--- src/rtl/step_pulse_gen.sv ---
// -----------------------------------------------------------------------------
// step_pulse_gen
//
// Input conditioner in front of the 3-bit up-counter FSM. A raw push-button
// level is synchronised and then debounced. Each debounced press produces
// exactly one single-cycle step pulse on w, so one press gives one count step.
// The debounced level is also exported for status display.
//
// Optional feature: define AUTOREPEAT_EN to make a held button emit further
// w pulses REPEAT_DELAY cycles after the first pulse, then every
// REPEAT_PERIOD cycles. Without the macro no repeat logic is built and the
// REPEAT_* parameters are only range-checked.
//
// Parameters:
//   DEBOUNCE_CYCLES  consecutive stable synchronised samples needed to accept
//                    a level change (>= 1)
//   REPEAT_DELAY     first pulse -> first auto-repeat pulse, in cycles (>= 2)
//   REPEAT_PERIOD    spacing of later auto-repeat pulses, in cycles (>= 2)
//
// Ports:
//   clk     in   rising-edge clock, shared with the counter FSM
//   rst     in   synchronous active-high reset
//   btn_in  in   raw asynchronous button level, 1 = pressed
//   w       out  registered single-cycle step pulse to the counter's w
//   btn_db  out  registered debounced button level
// -----------------------------------------------------------------------------
module step_pulse_gen #(
    parameter int DEBOUNCE_CYCLES = 4,
    parameter int REPEAT_DELAY    = 8,
    parameter int REPEAT_PERIOD   = 4
) (
    input  logic clk,
    input  logic rst,
    input  logic btn_in,
    output logic w,
    output logic btn_db
);

    localparam int CNT_W = $clog2(DEBOUNCE_CYCLES + 1);
    localparam logic [CNT_W-1:0] DB_TARGET = CNT_W'(DEBOUNCE_CYCLES);
    localparam logic [CNT_W-1:0] CNT_ONE   = CNT_W'(1);

    // Reject illegal parameter sets at elaboration time.
    if (DEBOUNCE_CYCLES < 1 || REPEAT_DELAY < 2 || REPEAT_PERIOD < 2) begin : g_param_check
        $error("step_pulse_gen: illegal parameter value");
    end

    typedef enum logic [1:0] {
        IDLE       = 2'd0,
        PRESS_WAIT = 2'd1,
        HELD       = 2'd2,
        REL_WAIT   = 2'd3
    } state_t;

    state_t           state;
    logic             s1;
    logic             s2;
    logic [CNT_W-1:0] cnt;
    logic [CNT_W-1:0] cnt_inc;
    logic             cnt_done;

`ifdef AUTOREPEAT_EN
    localparam int RPT_MAX = (REPEAT_DELAY > REPEAT_PERIOD) ? REPEAT_DELAY : REPEAT_PERIOD;
    localparam int RPT_W   = $clog2(RPT_MAX + 1);
    localparam logic [RPT_W-1:0] RPT_DELAY_LD  = RPT_W'(REPEAT_DELAY);
    localparam logic [RPT_W-1:0] RPT_PERIOD_LD = RPT_W'(REPEAT_PERIOD);
    localparam logic [RPT_W-1:0] RPT_ONE       = RPT_W'(1);
    localparam logic [RPT_W-1:0] RPT_ZERO      = '0;

    // Counts down to the next repeat pulse; a value of 1 fires on this edge.
    logic [RPT_W-1:0] rpt;
`endif

    // The incremented count is what the current sample would make it; reaching
    // the target means this sample completes the stable run.
    assign cnt_inc  = cnt + CNT_ONE;
    assign cnt_done = (cnt_inc == DB_TARGET);

    always_ff @(posedge clk) begin
        if (rst) begin
            s1     <= 1'b0;
            s2     <= 1'b0;
            state  <= IDLE;
            cnt    <= '0;
            w      <= 1'b0;
            btn_db <= 1'b0;
`ifdef AUTOREPEAT_EN
            rpt    <= RPT_ZERO;
`endif
        end else begin
            s1 <= btn_in;
            s2 <= s1;
            w  <= 1'b0;

            case (state)
                IDLE: begin
                    if (s2) begin
                        if (DEBOUNCE_CYCLES == 1) begin
                            // Single-sample debounce: accept the press at once.
                            state  <= HELD;
                            cnt    <= '0;
                            btn_db <= 1'b1;
                            w      <= 1'b1;
`ifdef AUTOREPEAT_EN
                            rpt    <= RPT_DELAY_LD;
`endif
                        end else begin
                            state <= PRESS_WAIT;
                            cnt   <= CNT_ONE;
                        end
                    end
                end

                PRESS_WAIT: begin
                    if (s2) begin
                        if (cnt_done) begin
                            state  <= HELD;
                            cnt    <= '0;
                            btn_db <= 1'b1;
                            w      <= 1'b1;
`ifdef AUTOREPEAT_EN
                            rpt    <= RPT_DELAY_LD;
`endif
                        end else begin
                            cnt <= cnt_inc;
                        end
                    end else begin
                        // Bounce during press: drop back silently.
                        state <= IDLE;
                        cnt   <= '0;
                    end
                end

                HELD: begin
                    if (!s2) begin
                        if (DEBOUNCE_CYCLES == 1) begin
                            state  <= IDLE;
                            cnt    <= '0;
                            btn_db <= 1'b0;
                        end else begin
                            state <= REL_WAIT;
                            cnt   <= CNT_ONE;
                        end
`ifdef AUTOREPEAT_EN
                        rpt <= RPT_ZERO;
`endif
                    end
`ifdef AUTOREPEAT_EN
                    else if (rpt == RPT_ONE) begin
                        w   <= 1'b1;
                        rpt <= RPT_PERIOD_LD;
                    end else if (rpt != RPT_ZERO) begin
                        rpt <= rpt - RPT_ONE;
                    end
`endif
                end

                REL_WAIT: begin
                    if (!s2) begin
                        if (cnt_done) begin
                            // Release accepted; releases never pulse.
                            state  <= IDLE;
                            cnt    <= '0;
                            btn_db <= 1'b0;
                        end else begin
                            cnt <= cnt_inc;
                        end
                    end else begin
                        // Bounce during release: still the same press, no pulse.
                        state <= HELD;
                        cnt   <= '0;
`ifdef AUTOREPEAT_EN
                        rpt   <= RPT_PERIOD_LD;
`endif
                    end
                end

                default: begin
                    state  <= IDLE;
                    cnt    <= '0;
                    btn_db <= 1'b0;
                end
            endcase
        end
    end

endmodule

--- config.mk ---
export PLATFORM = sky130hd
export DESIGN_NAME = step_pulse_gen
export DESIGN_NICKNAME = d
export VERILOG_FILES = /design/src/rtl/step_pulse_gen.sv
export SDC_FILE = /design/constraint.sdc
export NUM_CORES = 1
export LEC_CHECK = 0
export CORE_AREA = 5 5 42 44
export DETAILED_ROUTE_END_ITERATION = 6
export DIE_AREA = 0 0 47 49
export GPL_ROUTABILITY_DRIVEN = 0
export SETUP_SLACK_MARGIN = 0.3
export SLEW_MARGIN = 20
export SYNTH_ARGS = -nofsm -noshare
export SYNTH_HDL_FRONTEND = slang
export SYNTH_SLANG_ARGS = --single-unit
export TNS_END_PERCENT = 50
--- constraint.sdc ---
create_clock -name clk -period 4.04 [get_ports clk]
set_clock_uncertainty 0.2 [all_clocks]
set_input_delay 0.606 -clock clk [delete_from_list [all_inputs] [get_ports clk]]
set_output_delay 0.606 -clock clk [all_outputs]
set_load 0.01 [all_outputs]
==> results.sh <==
export IMPL_clk_pin_slew_ns=0.06
export IMPL_fin_crit_sh_pct=48.7
export IMPL_yosysTopAreaCell="dfxtp_1"
export IMPL_cts_resized=0
export IMPL_ys_types=18
export IMPL_drt_pass1_iter_count=2
export IMPL_grt_pass1_vias=214
export IMPL_wl_met3_um=37
export IMPL_wl_met1_um=244
export IMPL_drc=0
export IMPL_dieWidth_um=47
export IMPL_slowest_stage="clkdlybuf4s50_1"
export IMPL_timing_final_max_slew_violations=0
export IMPL_path_delay_family="buffers and inverters"
export IMPL_vias_per_cell=4.58
export IMPL_cts_sink_count=9
export IMPL_synth_area_um2=362
export IMPL_cts_max_path_buffers=2
export IMPL_seq_area_frac_synth_pct=49.8
export IMPL_ctsHoldBuffers=0
export IMPL_grt_ovfl_total=0
export IMPL_slowest_delay_ns=0.55
export IMPL_min_period_ns=1.97
export IMPL_ys_seq_elements=9
export IMPL_drive_gt1_share_pct=11.4
export IMPL_synth_area_per_cell_um2=9.77
export IMPL_cts_tree="yes"
export IMPL_powerDensity_mw_per_mm2=384
export IMPL_synth_edf_count=0
export IMPL_slew_headroom_pct=80.0
export IMPL_max_cap_violations=0
export IMPL_core_area_mm2=0.00140
export IMPL_cp_num_buf_inv=1
export IMPL_finalWirelength_um=572
export IMPL_worstSkewPairLatency_ns=0.26
export IMPL_area_growth_pct=22.8
export IMPL_async_flop_share_pct=0
export IMPL_die_area_mm2=0.00230
export IMPL_rows=14
export IMPL_post_place_cells=56
export IMPL_grt_setup_unrepaired="false"
export IMPL_wl_met2_um=274
export IMPL_drtAntennaViolNets=0
export IMPL_ff2ff_setup_slack_ns=2.57
export IMPL_antenna_found_initial=0
export IMPL_worstPathArrival_ns=1.16
export IMPL_p_leak_nw=0.180
export IMPL_setup_violations=0
export IMPL_critPathLaunchType="flip-flop"
export IMPL_routedWlPerCell_um=9.53
export IMPL_ys_flop_type="dfxtp_1"
export IMPL_synthTopCellsByArea="dfxtp_1 50%, ha_1 10%, xor2_2 4.5%"
export IMPL_fp_dieH_um=49
export IMPL_hpwl_um=424
export IMPL_diodes=0
export IMPL_h_tree_depth=1
export IMPL_grt_pass1_wl_um=869
export IMPL_hp_class="flip-flop to flip-flop"
export IMPL_worst_pin_slew_ns=0.298
export IMPL_hold_violations=0
export IMPL_cp_max_fo=3
export IMPL_grt_use_total_pct=5.72
export IMPL_max_freq_mhz=509
export IMPL_synth_top_area_share_pct=49.8
export IMPL_netlist_instances=37
export IMPL_floorplan_initialDensity_pct=25.8
export IMPL_synth_nets=43
export IMPL_nNetsFinal=51
export IMPL_numCtsBuffers=3
export IMPL_fin_cells=60
export IMPL_grt_max_degree=10
export IMPL_port_buffer_count=4
export IMPL_peakVddDrop_uv=232
export IMPL_cts_root_buffer="clkbuf_4"
export IMPL_crit_type="flip-flop to output port"
export IMPL_status="complete, no violations"
export IMPL_final_setup_tns_ns=0
export IMPL_worstPathCellList="clkdlybuf4s50_1"
export IMPL_cts_setup_buffers=0
export IMPL_required_ns=3.23
export IMPL_final_core_util_pct=31.7
export IMPL_top_layer="met4"
export IMPL_num_vias=275
export IMPL_io_pins=5
export IMPL_drt_iter0_markers=3
export IMPL_end_kind="output port"
export IMPL_ys_warn_count=0
-- worst register-to-register path: stages (launching register included) --
cell and delay [ns]:
dfxtp_1 0.37, ha_1 0.18, ha_1 0.17, nand3_1 0.13
a21o_2 0.23, a21oi_1 0.13
-- cells by family after synthesis --
kind of cell             synth area share (%)
AO/OA/AOI/OAI                            12.8
flip-flops                               49.8
AND/OR/NAND/NOR                          18.3
buffers and inverters                    4.15
adder cells (fa/ha/maj)                  10.4
XOR/XNOR                                 4.50
-- placed cells by master, fill, tap and decap left out --
master | netlist | layout
o21ba_1 | 1 | 1
nor3_1 | 1 | 1
or3_1 | 1 | 1
and3_1 | 1 | 1
a21oi_1 | 3 | 3
clkbuf_1 | 1 | 1
ha_1 | 3 | 3
clkdlybuf4s50_1 | 0 | 4
dfxtp_1 | 9 | 9
nor2_1 | 2 | 2
a21o_2 | 1 | 1
inv_1 | 3 | 3
o21ai_0 | 1 | 1
nor3b_1 | 1 | 1
nor2b_1 | 2 | 2
a211oi_1 | 1 | 1
nand3_1 | 2 | 2
nand2_1 | 3 | 3
clkbuf_4 | 0 | 3
xor2_2 | 1 | 1
-- routing by layer --
metal  track usage (%)  vias up
li1                  -      137
met1              6.42      129
met2              7.01        7
met3              5.54        2
met4              2.76        0
met5                 0        -
-- stage by stage --
step / hold slack (ns) / setup slack [ns] / total power, W / cell area, um^2
finish: 0.238 / 2.07 / 0.000171 / 444
global route: 0.248 / 2.03 / 0.000178 / 444
CTS: 0.240 / 2.06 / 0.000173 / 444
detailed placement: 0.227 / 2.28 / 0.000106 / 418
global placement: 0.218 / 2.29 / 0.000105 / 418
floorplan: 0.214 / 2.70 / 0.000101 / 362
-- final timing paths --
| check | to | cells past startpoint | startpoint |
|---|---|---|---|
| worst max-delay path | btn_db | 1 | btn_db |
| worst min-delay path | s2 | 1 | s1 |
| worst max register to register | btn_db | 5 | cnt[0] |
| worst min register to register | s2 | 1 | s1 |
-- synthesized netlist by cell type, drive strengths merged (2+ instances only) --
cell   instances
a21oi          3
dfxtp          9
ha             3
inv            3
nand2          3
nand3          2
nor2           2
nor2b          2
-- final cells by class --
type,instances,area [um^2]
Clock buffer,4,26.3
Inverter,3,11.3
Multi-Input combinational cell,24,166
Sequential cell,9,180
Tap cell,16,20.0
Fill cell,161,957
Timing Repair Buffer,4,40.0
-- power by group --
| part | internal [W] | switching (W) |
|---|---|---|
| sequential | 0.0000915 | 0.00000222 |
| clock | 0.0000379 | 0.0000288 |
| combinational | 0.00000594 | 0.00000421 |
| total | 0.000135 | 0.0000352 |
(Power assumes the default switching activity.)
